## src/rtl/miner_slave_regs_pkg.sv

```systemverilog
// Shared constants, state encoding and address helpers for the miner slave register bank.
package miner_pkg;

    localparam logic [4:0] ADDR_CTRL    = 5'd0;
    localparam logic [4:0] ADDR_IRQ     = 5'd1;
    localparam logic [4:0] ADDR_MSG_LO  = 5'd3;
    localparam logic [4:0] ADDR_MSG_HI  = 5'd15;
    localparam logic [4:0] ADDR_TGT_LO  = 5'd16;
    localparam logic [4:0] ADDR_TGT_HI  = 5'd23;
    localparam logic [4:0] ADDR_HASH_LO = 5'd24;
    localparam logic [4:0] ADDR_HASH_HI = 5'd31;

    localparam int CTRL_LOAD_TGT  = 0;
    localparam int CTRL_LOAD_MSG  = 1;
    localparam int CTRL_CLR_FOUND = 2;

    localparam int MSG_W = 408;
    localparam int TGT_W = 256;

    typedef enum logic [1:0] {
        CMD_IDLE = 2'd0,
        CMD_PEND = 2'd1,
        CMD_FIRE = 2'd2
    } cmd_state_t;

    // Address 4 maps to msg[55:24]; address 3 holds only the low 24 bits.
    function automatic int msg_word_lsb(input logic [4:0] a);
        return ((int'(a) - 4) * 32) + 24;
    endfunction

    function automatic int tgt_word_lsb(input logic [4:0] a);
        return (int'(a) - 16) * 32;
    endfunction

    function automatic int hash_word_lsb(input logic [4:0] a);
        return (int'(a) - 24) * 32;
    endfunction

endpackage

```

## src/rtl/miner_slave_regs_if.sv

```systemverilog
// Avalon-MM slave bus bundle between the host bridge and the miner register bank.
interface miner_slave_regs_if #(
    parameter int DATA_W = 32,
    parameter int ADDR_W = 5
);
    logic [ADDR_W-1:0] slaveAddr;
    logic [DATA_W-1:0] slaveWriteData;
    logic              slaveWrite;
    logic              slaveRead;
    logic              slaveChipSelect;
    logic [DATA_W-1:0] slaveReadData;

    modport master (
        output slaveAddr, slaveWriteData, slaveWrite, slaveRead, slaveChipSelect,
        input  slaveReadData
    );

    modport slave (
        input  slaveAddr, slaveWriteData, slaveWrite, slaveRead, slaveChipSelect,
        output slaveReadData
    );
endinterface

```

## src/rtl/miner_slave_regs_cmd_fsm.sv

```systemverilog
// Load-command sequencer: merges LOAD_TARGET/LOAD_MSG requests, waits for the core
// to go idle, then issues copy enables and registered one-cycle pulses.
module miner_cmd_fsm
    import miner_pkg::*;
(
    input  logic       clk,
    input  logic       rst,
    input  logic       ctrl_wr_i,
    input  logic [1:0] load_cmd_i,
    input  logic       core_busy_i,
    output logic       copy_tgt_o,
    output logic       copy_msg_o,
    output logic       new_tgt_o,
    output logic       new_msg_o,
    output logic       pending_o,
    output logic       active_o
);

    cmd_state_t state_q, state_d;
    logic [1:0] pend_cmd_q, pend_cmd_d;
    logic       new_tgt_q, new_tgt_d;
    logic       new_msg_q, new_msg_d;
    logic [1:0] req_s;
    logic [1:0] copy_s;

    // A request arriving on the transfer edge rides along with the pending one.
    always_comb begin
        req_s      = ctrl_wr_i ? load_cmd_i : 2'b00;
        state_d    = state_q;
        pend_cmd_d = pend_cmd_q;
        copy_s     = 2'b00;
        case (state_q)
            CMD_IDLE: begin
                if (req_s != 2'b00) begin
                    pend_cmd_d = req_s;
                    state_d    = CMD_PEND;
                end else begin
                    pend_cmd_d = 2'b00;
                end
            end
            CMD_PEND: begin
                if (!core_busy_i) begin
                    copy_s     = pend_cmd_q | req_s;
                    pend_cmd_d = 2'b00;
                    state_d    = CMD_FIRE;
                end else begin
                    pend_cmd_d = pend_cmd_q | req_s;
                end
            end
            CMD_FIRE: begin
                pend_cmd_d = pend_cmd_q | req_s;
                if ((pend_cmd_q | req_s) != 2'b00) begin
                    state_d = CMD_PEND;
                end else begin
                    state_d = CMD_IDLE;
                end
            end
            default: begin
                state_d    = CMD_IDLE;
                pend_cmd_d = 2'b00;
            end
        endcase
        new_tgt_d = copy_s[CTRL_LOAD_TGT];
        new_msg_d = copy_s[CTRL_LOAD_MSG];
    end

    always_ff @(posedge clk or posedge rst) begin
        if (rst) begin
            state_q    <= CMD_IDLE;
            pend_cmd_q <= 2'b00;
            new_tgt_q  <= 1'b0;
            new_msg_q  <= 1'b0;
        end else begin
            state_q    <= state_d;
            pend_cmd_q <= pend_cmd_d;
            new_tgt_q  <= new_tgt_d;
            new_msg_q  <= new_msg_d;
        end
    end

    assign copy_tgt_o = copy_s[CTRL_LOAD_TGT];
    assign copy_msg_o = copy_s[CTRL_LOAD_MSG];
    assign new_tgt_o  = new_tgt_q;
    assign new_msg_o  = new_msg_q;
    assign pending_o  = (state_q == CMD_PEND);
    assign active_o   = (state_q != CMD_IDLE);

endmodule

```

## src/rtl/miner_slave_regs.sv

```systemverilog
// Avalon-MM register bank feeding the miner core: staging/active message and target,
// result capture and status. Optional MINER_IRQ_EN adds an irq output and enable register.
module miner_slave_regs
    import miner_pkg::*;
#(
    parameter int DATA_W = 32,
    parameter int ADDR_W = 5
) (
    input  logic             clk,
    input  logic             rst,
    miner_slave_regs_if.slave bus,
    output logic [MSG_W-1:0] inputMsg,
    output logic [TGT_W-1:0] inputTarget,
    output logic             newMsg,
    output logic             newTarget,
    input  logic             coreBusy,
    input  logic             coreDone,
    input  logic             validBTC,
`ifdef MINER_IRQ_EN
    output logic             irq,
`endif
    input  logic [TGT_W-1:0] SHAoutput
);

    logic [ADDR_W-1:0] addr_s;
    logic [DATA_W-1:0] wdata_s;
    logic              wr_s, rd_s, ctrl_wr_s;
    logic              copy_tgt_s, copy_msg_s, pending_s, active_s, busy_s;
    logic              found_set_s, found_clr_s;

    logic [MSG_W-1:0]  msg_stage_q, msg_stage_d;
    logic [TGT_W-1:0]  tgt_stage_q, tgt_stage_d;
    logic [MSG_W-1:0]  msg_act_q;
    logic [TGT_W-1:0]  tgt_act_q;
    logic [TGT_W-1:0]  hash_q;
    logic              found_q, found_d;
    logic [DATA_W-1:0] rd_q, rd_word_s;

    assign addr_s    = bus.slaveAddr;
    assign wdata_s   = bus.slaveWriteData;
    assign wr_s      = bus.slaveChipSelect & bus.slaveWrite;
    assign rd_s      = bus.slaveChipSelect & bus.slaveRead;
    assign ctrl_wr_s = wr_s && (addr_s == ADDR_CTRL);
    assign busy_s    = coreBusy | active_s;

    miner_cmd_fsm u_cmd_fsm (
        .clk         (clk),
        .rst         (rst),
        .ctrl_wr_i   (ctrl_wr_s),
        .load_cmd_i  (wdata_s[1:0]),
        .core_busy_i (coreBusy),
        .copy_tgt_o  (copy_tgt_s),
        .copy_msg_o  (copy_msg_s),
        .new_tgt_o   (newTarget),
        .new_msg_o   (newMsg),
        .pending_o   (pending_s),
        .active_o    (active_s)
    );

    // Staging writes; read-only and reserved addresses fall through untouched.
    always_comb begin
        msg_stage_d = msg_stage_q;
        tgt_stage_d = tgt_stage_q;
        if (wr_s) begin
            if (addr_s == ADDR_MSG_LO) begin
                msg_stage_d[23:0] = wdata_s[31:8];
            end else if ((addr_s > ADDR_MSG_LO) && (addr_s <= ADDR_MSG_HI)) begin
                msg_stage_d[msg_word_lsb(addr_s) +: 32] = wdata_s;
            end else if ((addr_s >= ADDR_TGT_LO) && (addr_s <= ADDR_TGT_HI)) begin
                tgt_stage_d[tgt_word_lsb(addr_s) +: 32] = wdata_s;
            end else begin
                msg_stage_d = msg_stage_q;
            end
        end else begin
            tgt_stage_d = tgt_stage_q;
        end
    end

    assign found_set_s = coreDone & validBTC;
    assign found_clr_s = (ctrl_wr_s & wdata_s[CTRL_CLR_FOUND]) | copy_msg_s;

    always_comb begin
        found_d = found_q;
        if (found_set_s) begin
            found_d = 1'b1;
        end else if (found_clr_s) begin
            found_d = 1'b0;
        end else begin
            found_d = found_q;
        end
    end

`ifdef MINER_IRQ_EN
    logic irq_en_q, irq_q;

    always_ff @(posedge clk or posedge rst) begin
        if (rst) begin
            irq_en_q <= 1'b0;
            irq_q    <= 1'b0;
        end else begin
            if (wr_s && (addr_s == ADDR_IRQ)) begin
                irq_en_q <= wdata_s[0];
            end else begin
                irq_en_q <= irq_en_q;
            end
            irq_q <= found_q & irq_en_q;
        end
    end

    assign irq = irq_q;
`endif

    // Read mux works on pre-write register values, so a same-cycle write is not visible.
    always_comb begin
        rd_word_s = {DATA_W{1'b0}};
        if (addr_s == ADDR_CTRL) begin
            rd_word_s = {29'd0, found_q, pending_s, busy_s};
`ifdef MINER_IRQ_EN
        end else if (addr_s == ADDR_IRQ) begin
            rd_word_s = {31'd0, irq_en_q};
`endif
        end else if (addr_s < ADDR_MSG_LO) begin
            rd_word_s = {DATA_W{1'b0}};
        end else if (addr_s == ADDR_MSG_LO) begin
            rd_word_s = {msg_stage_q[23:0], 8'd0};
        end else if (addr_s <= ADDR_MSG_HI) begin
            rd_word_s = msg_stage_q[msg_word_lsb(addr_s) +: 32];
        end else if (addr_s <= ADDR_TGT_HI) begin
            rd_word_s = tgt_stage_q[tgt_word_lsb(addr_s) +: 32];
        end else begin
            rd_word_s = hash_q[hash_word_lsb(addr_s) +: 32];
        end
    end

    always_ff @(posedge clk or posedge rst) begin
        if (rst) begin
            msg_stage_q <= {MSG_W{1'b0}};
            tgt_stage_q <= {TGT_W{1'b0}};
            msg_act_q   <= {MSG_W{1'b0}};
            tgt_act_q   <= {TGT_W{1'b0}};
            hash_q      <= {TGT_W{1'b0}};
            found_q     <= 1'b0;
            rd_q        <= {DATA_W{1'b0}};
        end else begin
            msg_stage_q <= msg_stage_d;
            tgt_stage_q <= tgt_stage_d;
            found_q     <= found_d;
            if (copy_msg_s) begin
                msg_act_q <= msg_stage_q;
            end else begin
                msg_act_q <= msg_act_q;
            end
            if (copy_tgt_s) begin
                tgt_act_q <= tgt_stage_q;
            end else begin
                tgt_act_q <= tgt_act_q;
            end
            if (coreDone) begin
                hash_q <= SHAoutput;
            end else begin
                hash_q <= hash_q;
            end
            if (rd_s) begin
                rd_q <= rd_word_s;
            end else begin
                rd_q <= rd_q;
            end
        end
    end

    assign inputMsg          = msg_act_q;
    assign inputTarget       = tgt_act_q;
    assign bus.slaveReadData = rd_q;

endmodule

```

## src/flat_wrapper.sv

```systemverilog
// flat-port wrapper written by rule: the top's interface ports become plain ports
module miner_slave_regs_flat import miner_pkg::*;
#(
    parameter int DATA_W = 32,
    parameter int ADDR_W = 5
)
  (clk, rst, inputMsg, inputTarget, newMsg, newTarget, coreBusy, coreDone, validBTC, SHAoutput, bus_slaveAddr, bus_slaveWriteData, bus_slaveWrite, bus_slaveRead, bus_slaveChipSelect, bus_slaveReadData);
  miner_slave_regs_if #(.DATA_W(DATA_W), .ADDR_W(ADDR_W)) bus_i ();
  input  logic clk;
  input  logic rst;
  output logic [MSG_W-1:0] inputMsg;
  output logic [TGT_W-1:0] inputTarget;
  output logic newMsg;
  output logic newTarget;
  input  logic coreBusy;
  input  logic coreDone;
  input  logic validBTC;
  input  logic [TGT_W-1:0] SHAoutput;
  input wire logic [$bits(bus_i.slaveAddr)-1:0] bus_slaveAddr;
  input wire logic [$bits(bus_i.slaveWriteData)-1:0] bus_slaveWriteData;
  input wire logic [$bits(bus_i.slaveWrite)-1:0] bus_slaveWrite;
  input wire logic [$bits(bus_i.slaveRead)-1:0] bus_slaveRead;
  input wire logic [$bits(bus_i.slaveChipSelect)-1:0] bus_slaveChipSelect;
  output wire logic [$bits(bus_i.slaveReadData)-1:0] bus_slaveReadData;
  assign bus_i.slaveAddr = bus_slaveAddr;
  assign bus_i.slaveWriteData = bus_slaveWriteData;
  assign bus_i.slaveWrite = bus_slaveWrite;
  assign bus_i.slaveRead = bus_slaveRead;
  assign bus_i.slaveChipSelect = bus_slaveChipSelect;
  assign bus_slaveReadData = bus_i.slaveReadData;
  miner_slave_regs #(.DATA_W(DATA_W), .ADDR_W(ADDR_W)) u_core (.clk(clk), .rst(rst), .bus(bus_i), .inputMsg(inputMsg), .inputTarget(inputTarget), .newMsg(newMsg), .newTarget(newTarget), .coreBusy(coreBusy), .coreDone(coreDone), .validBTC(validBTC), .SHAoutput(SHAoutput));
endmodule
```

## config.mk

```make
export PLATFORM = sky130hd
export DESIGN_NAME = miner_slave_regs_flat
export DESIGN_NICKNAME = d
export VERILOG_FILES = /design/src/rtl/miner_slave_regs_pkg.sv /design/src/rtl/miner_slave_regs_if.sv /design/src/rtl/miner_slave_regs_cmd_fsm.sv /design/src/rtl/miner_slave_regs.sv /design/src/flat_wrapper.sv
export SDC_FILE = /design/constraint.sdc
export NUM_CORES = 2
export LEC_CHECK = 0
export CAP_MARGIN = 25
export CORE_AREA = 3 3 385 387
export CTS_BUF_LIST = sky130_fd_sc_hd__clkbuf_8
export CTS_CLUSTER_DIAMETER = 80
export DETAILED_ROUTE_END_ITERATION = 6
export DIE_AREA = 0 0 388 390
export PLACE_DENSITY = 0.79
export SETUP_SLACK_MARGIN = 0.05
export SLEW_MARGIN = 10
export SYNTH_ARGS = -nofsm -noshare
export SYNTH_HDL_FRONTEND = slang
export SYNTH_SLANG_ARGS = --single-unit
```

## constraint.sdc

```tcl
create_clock -name clk -period 64.6 [get_ports clk]
set_clock_uncertainty 0.1 [all_clocks]
set_input_delay 19.38 -clock clk [delete_from_list [all_inputs] [get_ports clk]]
set_output_delay 19.38 -clock clk [all_outputs]
set_load 0.01 [all_outputs]
```

==> results.sh <==
export IMPL_min_delay_start="u_core.msg_stage_q[348]$_DFFE_PP0P_"
export IMPL_post_synth_inst_count=5690
export IMPL_route_detailed_wl_per_inst_um=28.9
export IMPL_critPathLaunch="bus_slaveAddr[3]"
export IMPL_clockBufferDepth=4
export IMPL_setup_worst_path_start_class="input port"
export IMPL_clock_tree_htree_level_count=5
export IMPL_worst_hold_path_type="reg2reg"
export IMPL_tritoncts_num_buffers=287
export IMPL_synth_seq_area_share_pct=59.6
export IMPL_timing_slew_headroom_pct=8.04
export IMPL_global_route_wire_length_before_repair_um=365000
export IMPL_slew_viol_final=0
export IMPL_stdcell_count=8841
export IMPL_place_detailed_instances=8333
export IMPL_synth_xor_area_share_pct=0.0514
export IMPL_die_height_um=390
export IMPL_synth_area_mux_share_pct=21.2
export IMPL_dr_pass1_iters=7
export IMPL_mostFrequentLayoutCells="1726 x nand2_1, 1623 x dfrtp_1, 993 x clkdlybuf4s50_1"
export IMPL_remaining_drc_errors=9
export IMPL_final_common_cell="nand2_1"
export IMPL_dominantRegCellSynth="dfrtp_1"
export IMPL_postCtsResizedCells=0
export IMPL_row_count=140
export IMPL_async_reset_ff_share_pct=100
export IMPL_fin_crit_ns=23.56
export IMPL_status="finished, violations left"
export IMPL_nNetsFinal=7037
export IMPL_syn_nets=6009
export IMPL_setup_violations=0
export IMPL_hpwl_um=182000
export IMPL_compound_cell_area_share_of_the_yosys_netlist_pct=5.74
export IMPL_clock_slew_seen_by_the_registers_of_the_worst_setup_and_hold_paths_ns=0.06
export IMPL_chipWidth_um=388
export IMPL_viasPerCell=5.89
export IMPL_tightest_pin_transition_ns=1.38
export IMPL_worst_r2r_path_depth=6
export IMPL_tritoncts_clock_tree="built"
export IMPL_proportion_of_layout_cells_with_a_drive_suffix_above_1_pct=22.9
export IMPL_ioPinCount=999
export IMPL_synth_edff_count=0
export IMPL_worst_endpoint_arrival_ns=24.31
export IMPL_initial_utilization_pct=46.9
export IMPL_cts_root_buf="clkbuf_8"
export IMPL_clkSinkCount=1623
export IMPL_ctsHoldBuffers=0
export IMPL_grtUsageTotal_pct=33.1
export IMPL_clock_latency_late_sink_ns=1.02
export IMPL_fmaxAchievable_ghz=0.0424
export IMPL_route_antenna_remaining_nets=0
export IMPL_grt_overflow=0
export IMPL_nFillCells=11316
export IMPL_pin_count_of_the_biggest_net_entering_global_routing=215
export IMPL_classification_of_the_worst_setup_path="in2reg"
export IMPL_combinational_family_with_the_most_area_after_synthesis="multiplexers"
export IMPL_syn_mean_instance_area_um2=12.0
export IMPL_cp_required_ns=65.35
export IMPL_port_buffer_count=998
export IMPL_die_area_um2=151000
export IMPL_final_min_period_over_clock_period_pct=36.5
export IMPL_power_density_nw_per_um2=25.8
export IMPL_post_synth_instance_area_um2=68200
export IMPL_number_of_vias_after_detailed_routing=52082
export IMPL_drt_initial_drc_count=5209
export IMPL_final_setup_tns_ns=0
export IMPL_power_leakage_nw=41.3
export IMPL_hold_viol=0
export IMPL_first_global_vias=52436
export IMPL_wl_um=255000
export IMPL_r2r_start="u_core.u_cmd_fsm.state_q[0]$_DFFE_PP0P_"
export IMPL_cts_setup_buffers=0
export IMPL_synthDistinctLibCells=66
export IMPL_rsz0062_at_grt="no"
export IMPL_worst_path_max_delay_cell="nand4_4"
export IMPL_worst_case_vdd_ir_drop_mv=0.0210
export IMPL_synth_simple_gate_area_share_pct=10.6
export IMPL_critical_path_max_fanout=32
export IMPL_yosysWarningCount=0
export IMPL_cap_viol_max_count=0
export IMPL_critical_path_max_stage_delay_ns=0.73
export IMPL_globalplace_congestion=0.944
export IMPL_synth_register_bits=1623
export IMPL_synth_adder_area_share_pct=0.330
export IMPL_end_kind="flip-flop"
export IMPL_antenna_violations_before_repair=29
export IMPL_violations_in_the_final_reports="DRC"
export IMPL_final_hold_worst_slack_ns=0.338
export IMPL_syn_to_final_growth_pct=26.4
export IMPL_cp_cell_sequence="clkdlybuf4s50_1, inv_1, ha_1, and2_1, ha_1, or4b_1, or4_1, a221oi_2, and2_1, nand4_4, mux2_1"
export IMPL_hold_depth=2
export IMPL_core_um2=145000
[metrics by stage]
step / utilization, % / power [mW] / worst slack (ns) / cell area (um2)
after floorplan: - / 1.20 / 22.63 / 68200
after global placement: 55.1 / 1.29 / 39.93 / 80000
after detailed placement: 55.3 / 1.30 / 39.82 / 80200
after CTS: 59.1 / 2.24 / 40.91 / 85800
after global routing: 59.3 / 2.30 / 40.91 / 86200
final: 59.3 / 2.23 / 41.04 / 86200
[flip-flops by register name, summed over array words and instances (netlist names)]
| name | count |
|---|---|
| u_core.hash_q | 256 |
| u_core.u_cmd_fsm.new_msg_o | 1 |
| u_core.u_cmd_fsm.state_q | 2 |
| u_core.msg_stage_q | 408 |
| u_core.bus.slaveReadData | 32 |
| u_core.inputTarget | 256 |
| u_core.inputMsg | 408 |
| u_core.tgt_stage_q | 256 |
| u_core.u_cmd_fsm.new_tgt_o | 1 |
| u_core.found_q | 1 |
| u_core.u_cmd_fsm.pend_cmd_q | 2 |
[cell families after synthesis]
group / after synthesis
adder cells (fa/ha/maj): 18
flip-flops: 1623
multiplexers: 1154
XOR/XNOR: 4
AND/OR/NAND/NOR: 1856
AO/OA/AOI/OAI: 596
buffers and inverters: 439
[layout make-up]
cell class                 count  area [um2]  share of cell area (%)
antenna                       19        47.5                  0.0552
clock buffer                 358        4930                    5.72
clock inverter               118         661                   0.767
inverter                      44         176                   0.205
multi-input combinational   3628       26000                    30.1
sequential                  1623       40600                    47.1
tap                         1917        2400                    2.78
timing repair buffer        1134       11400                    13.2
[synthesized netlist by cell type (3+ instances only)]
cell type / instances / area [um2]
nand2_1: 1728 / 6490
dfrtp_1: 1623 / 40600
mux2_2: 871 / 9810
clkbuf_1: 319 / 1200
o21ai_0: 268 / 1340
mux4_2: 138 / 3110
mux2i_1: 96 / 961
a221oi_1: 92 / 806
mux2_1: 49 / 552
inv_1: 42 / 158
nor2_1: 39 / 146
buf_1: 38 / 143
a211oi_1: 34 / 255
a22oi_1: 34 / 255
a21oi_1: 31 / 155
buf_2: 29 / 145
o21ai_1: 22 / 110
nor3_1: 21 / 105
ha_1: 18 / 225
o22ai_1: 17 / 106
a221o_1: 16 / 160
nor4_1: 16 / 100
a2111oi_0: 14 / 123
a222oi_1: 14 / 140
a22o_1: 14 / 123
nand3_1: 13 / 65.1
o31ai_1: 10 / 75.1
and3_1: 7 / 43.8
nand4_1: 7 / 43.8
buf_6: 6 / 67.6
o211ai_1: 5 / 37.5
o31a_1: 5 / 43.8
and2_1: 4 / 25.0
a21boi_1: 3 / 22.5
a21o_1: 3 / 22.5
a311oi_1: 3 / 26.3
buf_4: 3 / 22.5
[worst paths after layout]
kind	slack, ns	endpoint
hold / removal	0.34	u_core.inputMsg[348]$_DFFE_PP0P_
setup / recovery	41.04	u_core.tgt_stage_q[93]$_DFFE_PP0P_
hold reg to reg	0.34	u_core.inputMsg[348]$_DFFE_PP0P_
max in group asynchronous	41.58	u_core.tgt_stage_q[13]$_DFFE_PP0P_
setup reg to reg	60.77	u_core.inputTarget[25]$_DFFE_PP0P_
min in group asynchronous	18.71	u_core.inputMsg[398]$_DFFE_PP0P_
[routing by layer]
metal	track usage (%)	part of all wire [%]	up-vias
li1	-	-	21766
met1	38.8	36	26664
met2	53.3	47	2885
met3	9.03	8.7	757
met4	23.0	7.9	10
met5	0	0.023	-
[worst max-delay path: cells and delay by family]
family / cells / cell delay (ns)
fa+ha+maj: 2 / 0.65
mux: 1 / 0.63
compound gates: 1 / 0.31
buf+inv: 2 / 0.92
simple gates: 5 / 2.33
[report_power, final]
| group | switching (mW) | internal, mW |
|---|---|---|
| Sequential | 0.0305 | 1.06 |
| Clock | 0.425 | 0.519 |
| Combinational | 0.110 | 0.0847 |
No activity file was read; power rests on OpenSTA's default activity.
